--- src/rtl/fetch_buffer_pkg.sv ---
`default_nettype none
// ---------------------------------------------------------------------------
// fetch_buffer_pkg : shared constants for the fetch-to-decode instruction queue
// Revision: 1.0
// ---------------------------------------------------------------------------
package fetch_buffer_pkg;

  // Canonical RISC-V NOP (addi x0, x0, 0) shown on the head when the queue is empty
  localparam logic [31:0] FB_NOP = 32'h00000013;

  // Pointer width: index bits plus one wrap bit
  function automatic int fb_ptr_w(input int depth);
    return $clog2(depth) + 1;
  endfunction

endpackage
`default_nettype wire

--- src/rtl/fetch_buffer.sv ---
`default_nettype none
// ---------------------------------------------------------------------------
// fetch_buffer : show-ahead instruction FIFO between fetch and decode,
//                single-cycle flush on redirect
// Revision: 1.0
// ---------------------------------------------------------------------------
module fetch_buffer
  import fetch_buffer_pkg::*;
#(
  parameter int DEPTH    = 8,
  parameter int WIDTH_PC = 32
) (
  input  logic                        i_clk,
  input  logic                        i_rst,
  input  logic                        i_flush,
  input  logic                        i_valid,
  input  logic [31:0]                 i_instr,
  input  logic [WIDTH_PC-1:0]         i_pc,
  output logic                        o_ready,
  input  logic                        i_ready,
  output logic                        o_imask,
  output logic [31:0]                 o_instr,
  output logic [WIDTH_PC-1:0]         o_pc,
  output logic [$clog2(DEPTH):0]      o_count
);

  localparam int                 c_PTR_W = fb_ptr_w(DEPTH);
  localparam int                 c_IDX_W = c_PTR_W - 1;
  localparam logic [c_PTR_W-1:0] c_PTR_ONE = c_PTR_W'(1);

  logic [31:0]         r_mem_instr [DEPTH];
  logic [WIDTH_PC-1:0] r_mem_pc    [DEPTH];
  logic [c_PTR_W-1:0]  r_wr_ptr;
  logic [c_PTR_W-1:0]  r_rd_ptr;

  logic [c_IDX_W-1:0]  w_wr_idx;
  logic [c_IDX_W-1:0]  w_rd_idx;
  logic                w_empty;
  logic                w_full;
  logic                w_push;
  logic                w_pop;

  assign w_wr_idx = r_wr_ptr[c_IDX_W-1:0];
  assign w_rd_idx = r_rd_ptr[c_IDX_W-1:0];
  assign w_empty  = (r_wr_ptr == r_rd_ptr);
  assign w_full   = (w_wr_idx == w_rd_idx) &&
                    (r_wr_ptr[c_PTR_W-1] != r_rd_ptr[c_PTR_W-1]);

  // Readiness depends only on registered occupancy, so a full buffer never
  // reuses the slot being popped in the same cycle.
  assign w_push = i_valid && !w_full  && !i_flush;
  assign w_pop  = i_ready && !w_empty && !i_flush;

  always_ff @(posedge i_clk) begin
    if (i_rst || i_flush) begin
      r_wr_ptr <= '0;
      r_rd_ptr <= '0;
    end else begin
      if (w_push) begin
        r_wr_ptr <= r_wr_ptr + c_PTR_ONE;
      end
      if (w_pop) begin
        r_rd_ptr <= r_rd_ptr + c_PTR_ONE;
      end
    end
  end

  // Storage is intentionally not cleared on reset or flush; the pointers gate visibility.
  always_ff @(posedge i_clk) begin
    if (w_push && !i_rst) begin
      r_mem_instr[w_wr_idx] <= i_instr;
      r_mem_pc[w_wr_idx]    <= i_pc;
    end
  end

  assign o_ready = !w_full;
  assign o_imask = !w_empty;
  assign o_instr = w_empty ? FB_NOP : r_mem_instr[w_rd_idx];
  assign o_pc    = w_empty ? '0     : r_mem_pc[w_rd_idx];
  assign o_count = r_wr_ptr - r_rd_ptr;

endmodule
`default_nettype wire

--- config.mk ---
export PLATFORM = sky130hd
export DESIGN_NAME = fetch_buffer
export DESIGN_NICKNAME = d
export VERILOG_FILES = /design/src/rtl/fetch_buffer_pkg.sv /design/src/rtl/fetch_buffer.sv
export SDC_FILE = /design/constraint.sdc
export NUM_CORES = 1
export LEC_CHECK = 0
export BUFFER_PORTS_ARGS = -buffer_cell sky130_fd_sc_hd__buf_2
export CAP_MARGIN = 25
export CORE_UTILIZATION = 40
export DETAILED_ROUTE_END_ITERATION = 6
export GPL_TIMING_DRIVEN = 0
export PLACE_DENSITY = 0.6
export REMOVE_ABC_BUFFERS = 1
export SKIP_CTS_REPAIR_TIMING = 1
export SYNTH_ARGS = -nofsm -noshare
export SYNTH_HDL_FRONTEND = slang
export SYNTH_SLANG_ARGS = --single-unit
--- constraint.sdc ---
create_clock -name i_clk -period 11.6 [get_ports i_clk]
set_input_delay 1.74 -clock i_clk [delete_from_list [all_inputs] [get_ports i_clk]]
set_output_delay 1.74 -clock i_clk [all_outputs]
set_load 0.005 [all_outputs]
# --- Yosys cells after proc, flatten, opt, wreduce, memory -nomap -nowiden ---
# Memory sizes are Yosys's and may differ from the RTL's. A register that Yosys moved wholly into a read port is not among the register bits.
# Cells that the tools add are included.
totals:
  reg_bits: 8
  latchBits: 0
  ram_bits: 512
  romBits: 0
  in_bits: 69
  out_inout_bits: 70
  elab_cells: 29
  mem_count: 2
op_classes:
  add_sub_neg: 3
  multipliers: 0
  n_div: 0
  n_lt_le_gt_ge: 0
  n_eq_ne: 3
  n_shift: 0
  muxes: 8
  bitwise_logic: 0
  reduce_logical: 11
mem_list:
  columns: ["name", "depth", "width", "read_ports", "rd_clocked_by_memory_dff", "wr", "line", "text"]
  rows:
  - ["r_mem_instr", 8, 32, 1, 1, 1, "fetch_buffer.sv:31", "logic [31:0] r_mem_instr [DEPTH];"]
  - ["r_mem_pc", 8, 32, 1, 1, 1, "fetch_buffer.sv:32", "logic [WIDTH_PC-1:0] r_mem_pc [DEPTH];"]
op_table:
  columns: ["cell", "n"]
  rows:
  - ["32-bit 2-to-1 mux", 2]
  - ["3-bit 2-to-1 mux", 4]
  - ["4-bit by 1-bit adder with 4-bit output, second input constant", 2]
  - ["1-bit logical AND", 6]
  - ["4-bit equality test", 1]
  - ["1-bit zero test", 4]
  - ["4-bit subtractor", 1]
  - ["3-bit equality test", 1]
  - ["1-bit 2-to-1 mux", 2]
  - ["1-bit logical OR", 1]
  - ["1-bit inequality test", 1]

# --- Depth between registers and ports, before layout ---
logic_depth:
  word_depth: 8
  ltp_mapped: 9
  mapped_depth_nobuf: 6

# --- Worst setup path after synthesis ---
# No wires, ideal clock.
synth_timing:
  path_kind: "input port to flip-flop"
  startpoint: "input i_flush"
  endpoint: "memory r_mem_instr[0][0], enable pin"
  setup_time_ps: 565
  t_arrival_ps: 6809
  t_required_ps: 11035
  setup_slack_ps: 4227
  path_stages: 4
  path_buffers: 0
  path_cell_list: "nand2b_1 > a21o_4 > or3_4 > nor3_1"
synth_between:
  elab_chain_len: 5
synth_rtl:
  columns: ["element", "line", "text"]
  rows:
  - ["from (decl)", "fetch_buffer.sv:15", "input logic i_flush,"]
  - ["1-bit zero test", "fetch_buffer.sv:51", "assign w_push = i_valid && !w_full && !i_flush;"]
  - ["1-bit logical AND", "fetch_buffer.sv:51", null]
  - ["1-bit logical AND", "fetch_buffer.sv:70", "if (w_push && !i_rst) begin"]
  - ["1-bit 2-to-1 mux", "fetch_buffer.sv:70", null]
  - ["1-bit 2-to-1 mux (implied by the code)", "fetch_buffer.sv:71", "r_mem_instr[w_wr_idx] <= i_instr;"]
  - ["to (decl)", "fetch_buffer.sv:31", null]
# Every way passes these cells.

# --- Worst setup path after layout ---
layout_timing:
  startpoint: "register r_wr_ptr[0]"
  endpoint: "output o_instr[22]"
layout_between:
  elab_chain_len: 2
layout_rtl:
  columns: ["element", "line", "text"]
  rows:
  - ["from (decl)", "fetch_buffer.sv:33", "logic [c_PTR_W-1:0] r_wr_ptr;"]
  - ["from (signal assigned)", "fetch_buffer.sv:60", "r_wr_ptr <= r_wr_ptr + c_PTR_ONE;"]
  - ["4-bit equality test", "fetch_buffer.sv:45", "assign w_empty = (r_wr_ptr == r_rd_ptr);"]
  - ["32-bit 2-to-1 mux", "fetch_buffer.sv:78", "assign o_instr = w_empty ? FB_NOP : r_mem_instr[w_rd_idx];"]
  - ["to (decl)", "fetch_buffer.sv:22", "output logic [31:0] o_instr,"]
# Every way passes these cells.

==> summary.md <==
| Metric | Value |
|---|---|
| Register area share after synthesis | just under 80% |
| Worst-path clk slew | approximately 0.06 ns |
| Via count | 8937 |
| Vias in the first global route | approximately 9500 |
| Top FF cell, synth | edfxtp_1 |
| CP Capture Type | primary output |
| Reg2Reg Setup Slack | ~8.0 ns |
| H-Tree Depth | 2 |
| Routed WL per cell | approximately 24 um |
| Combinational Power Share | 2.5% |
| Router iterations before antenna repair | 5 |
| Clock Sinks | 523 |
| Layout cells sized above 1 | 37.35% |
| Max_slew headroom | roughly 38% |
| Number of I/O pins | ~140 |
| Min Tclk post-route | approximately 5.1 ns |
| Final hold violation count | 0 |
| Global-route wire length before repair | 61.05 mm |
| Worst Setup EP | o_instr[22] |
| VDD IR max | ~120 uV |
| Crit-path leading delay family | buffers and inverters |
| Clk_skew | between 0.01 and 0.015 ns |
| Critical path, cell by cell | inv_1, ha_1, and3_1, a21oi_4, buf_16, buf_12, buf_12, a22o_1, buf_2 |
| Max Freq | 0.1965 GHz |
| Design Area, Final | between 20000 and 25000 um2 |
| Global route overflow | 0 |
| Drt initial violations | roughly 650 |
| CP Depth | 9 |
| Clock Power Share | between 40 and 50% |
| Sw frac | 19.50% |
| Die area | 50280 um2 |
| FFs w/ async S/R, synth | 0% |
| CP most frequent cell | buf_12 |
| Cell count after synthesis | around 830 |
| Tot Pwr | 3.773 mW |
| # port buffers | approximately 140 |
| Detailed placement HPWL | roughly 25 mm |
| CP Buf/Inv Count | 5 |
| Syn. warnings | 0 |
| Most frequent cells in the layout | edfxtp_1 (512), buf_2 (138), mux4_2 (128) |
| Worst Setup SP | r_wr_ptr[0] |
| Die W | 224.2 um |
| Final period util | a little over two fifths |
| Worst path slowest cell | dfxtp_1 |
| FF-to-FF path depth | 10 |
| RSZ-0062 raised after global routing | false |
| Sequential Power Share | 55.3% |
| CP max FO | 20 |
| Layout Nets | around 1100 |
| CTS buffer count | 54 |
| Post-DR vias/cell | slightly above 5 |
| Total length of routed wires | around 40 mm |
| Pre-CTS setup slack | just over 7 ns |
| Worst hold slack | ~0.58 ns |
| Worst EP required | about 9.9 ns |
| Final Instance Count excl. Fillers | ~1700 |
| HP Class | flop to flop |
| Synth cell types | 37 |
| Cell area after synthesis | 19750 um2 |
| FF-to-FF Start | r_wr_ptr[0] |
| Height of the die | approximately 220 um |
| Worst R2R End | r_mem_pc[0][1] |
| Worst-margin pin slew | 0.9289 ns |
| Max-Cap Viols | 0 |
| Clock root cell | clkbuf_16 |
| GRT Resource Usage Total | between 10% and 20% |
| Max clock buf depth | 3 |
| FF+latch count, synth | about 520 |
| PnR worst setup slack | between 6 and 7 ns |
| Setup violators final | 0 |
| Worst Path Arrival | 3.35 ns |
| Synth-to-layout area growth | 19.05% |
| Antenna viol nets, final | 0 |
| PD cells | between 150 and 200 nW/um2 |
| Pint | a little over 3 mW |
| Critical path startpoint category | flop |
| Area after DPL | roughly 22000 um2 |
| Status | finished, final reports clean |
| Core area | slightly below 50000 um2 |
| Dpl cells | 1623 |
| Commonest non-fill, non-tap cell in the layout | edfxtp_1 |
| Worst skew pair latency | ~0.59 ns |
| Switch Pwr | about 0.74 mW |
| Routability Congestion | about 0.75 |
| Rows | 81 |
| Syn Area/Cell | approximately 24 um2 |
| Leak Pwr | 7.505 nW |
| Pin count of the biggest net entering global routing | 60 |
| Starting Density | about two fifths |
| DRC errors left | 0 |
| Crit path kind | flop to primary output |
| TritonCTS clock tree | yes |
| Post-synth EDFFs | a little over 500 |
| Final Max Slew Viols | 0 |
| Critical path's largest stage delay | around 0.50 ns |
| Antenna violations before repair | 6 |
## area by class of cell
cell class                      instances  area [um2]
Fill cell                            4062       25330
Timing Repair Buffer                  175        1470
Multi-Input combinational cell        253        3948
Clock buffer                           76        1538
Clock inverter                         20       95.09
Sequential cell                       523       15600
Inverter                                8       30.03
Antenna cell                            1       2.502
Tap cell                              664       830.8
## per-stage QoR
stage | utilization, % | setup TNS (ns)
5_1_grt | 48.14 | 0
4_1_cts | 48.14 | 0
2_1_floorplan | - | 0
6_report | 48.14 | 0
3_3_place_gp | 43.05 | -61.22
3_5_place_dp | 44.79 | 0
## worst min path at each step
stage / start / endpoint / slack [ns] / depth (start not counted)
6_report: r_rd_ptr[1] / flop / 0.58 / 2
5_1_grt: r_rd_ptr[1] / flop / 0.64 / 2
2_1_floorplan: r_rd_ptr[1] / flop / 0.51 / 2
3_5_place_dp: r_rd_ptr[1] / flop / 0.58 / 2
4_1_cts: r_rd_ptr[1] / flop / 0.59 / 2
3_3_place_gp: r_rd_ptr[1] / r_rd_ptr[1] / 0.56 / 2
## worst register-to-register path: cells and delay by family (launching register included)
family	cells	cell delay, ns
DFF	1	0.50
AOI/OAI and AO/OA	1	0.30
adders and majority gates	1	0.35
buffers and inverters	5	0.97
and+or+nand+nor	3	1.20
## routing by layer
layer | up-vias | GRT usage, % | routed length, um | part of all wire (%)
li1 | 3943 | - | - | -
met1 | 4730 | 21.86 | 17220 | 42
met2 | 188 | 27.83 | 20430 | 50
met3 | 66 | 3.958 | 2234 | 5.5
met4 | 10 | 4.367 | 735 | 1.8
met5 | - | 0 | 65 | 0.16
## power groups by stage
stage          Clock (mW)  Combinational [mW]  Sequential [mW]
6_report             1.59              0.0942             2.09
4_1_cts              1.65              0.0959             2.08
5_1_grt              1.71               0.103             2.08
2_1_floorplan           0              0.0354             2.13
3_5_place_dp            0              0.0956             2.12
3_3_place_gp            0              0.0859             2.13
## Yosys cell counts, types with 2 or more instances
library cell	number	area, um2
nand2_1	6	22.52
xnor2_1	7	61.31
nor2_1	14	52.55
nand2b_1	2	12.51
buf_6	7	78.83
buf_4	2	15.01
xor2_1	2	17.52
a21oi_1	3	15.01
edfxtp_1	512	15370
clkbuf_1	12	45.04
a22o_1	61	534.3
mux4_2	128	2883
inv_1	8	30.03
o22a_1	3	26.28
ha_1	5	62.56
dfxtp_1	11	220.2
a211oi_1	2	15.01
nand3_1	3	15.01
buf_2	21	105.1
## logic make-up after synthesis
logic type,after synthesis,share of synthesized area [%]
multiplexers,129,14.64
adder cells (fa/ha/maj),6,0.4180
XOR/XNOR,10,0.4814
flip-flops,523,78.95
AND/OR/NAND/NOR,34,0.8931
buffers and inverters,51,1.406
AO/OA/AOI/OAI,74,3.211
## flip-flops by register name (all words and copies together) (netlist names), named ones only
register and count:
r_mem_instr 256, r_mem_pc 256, r_rd_ptr 4, r_wr_ptr 4
(Power assumes the default switching activity.)
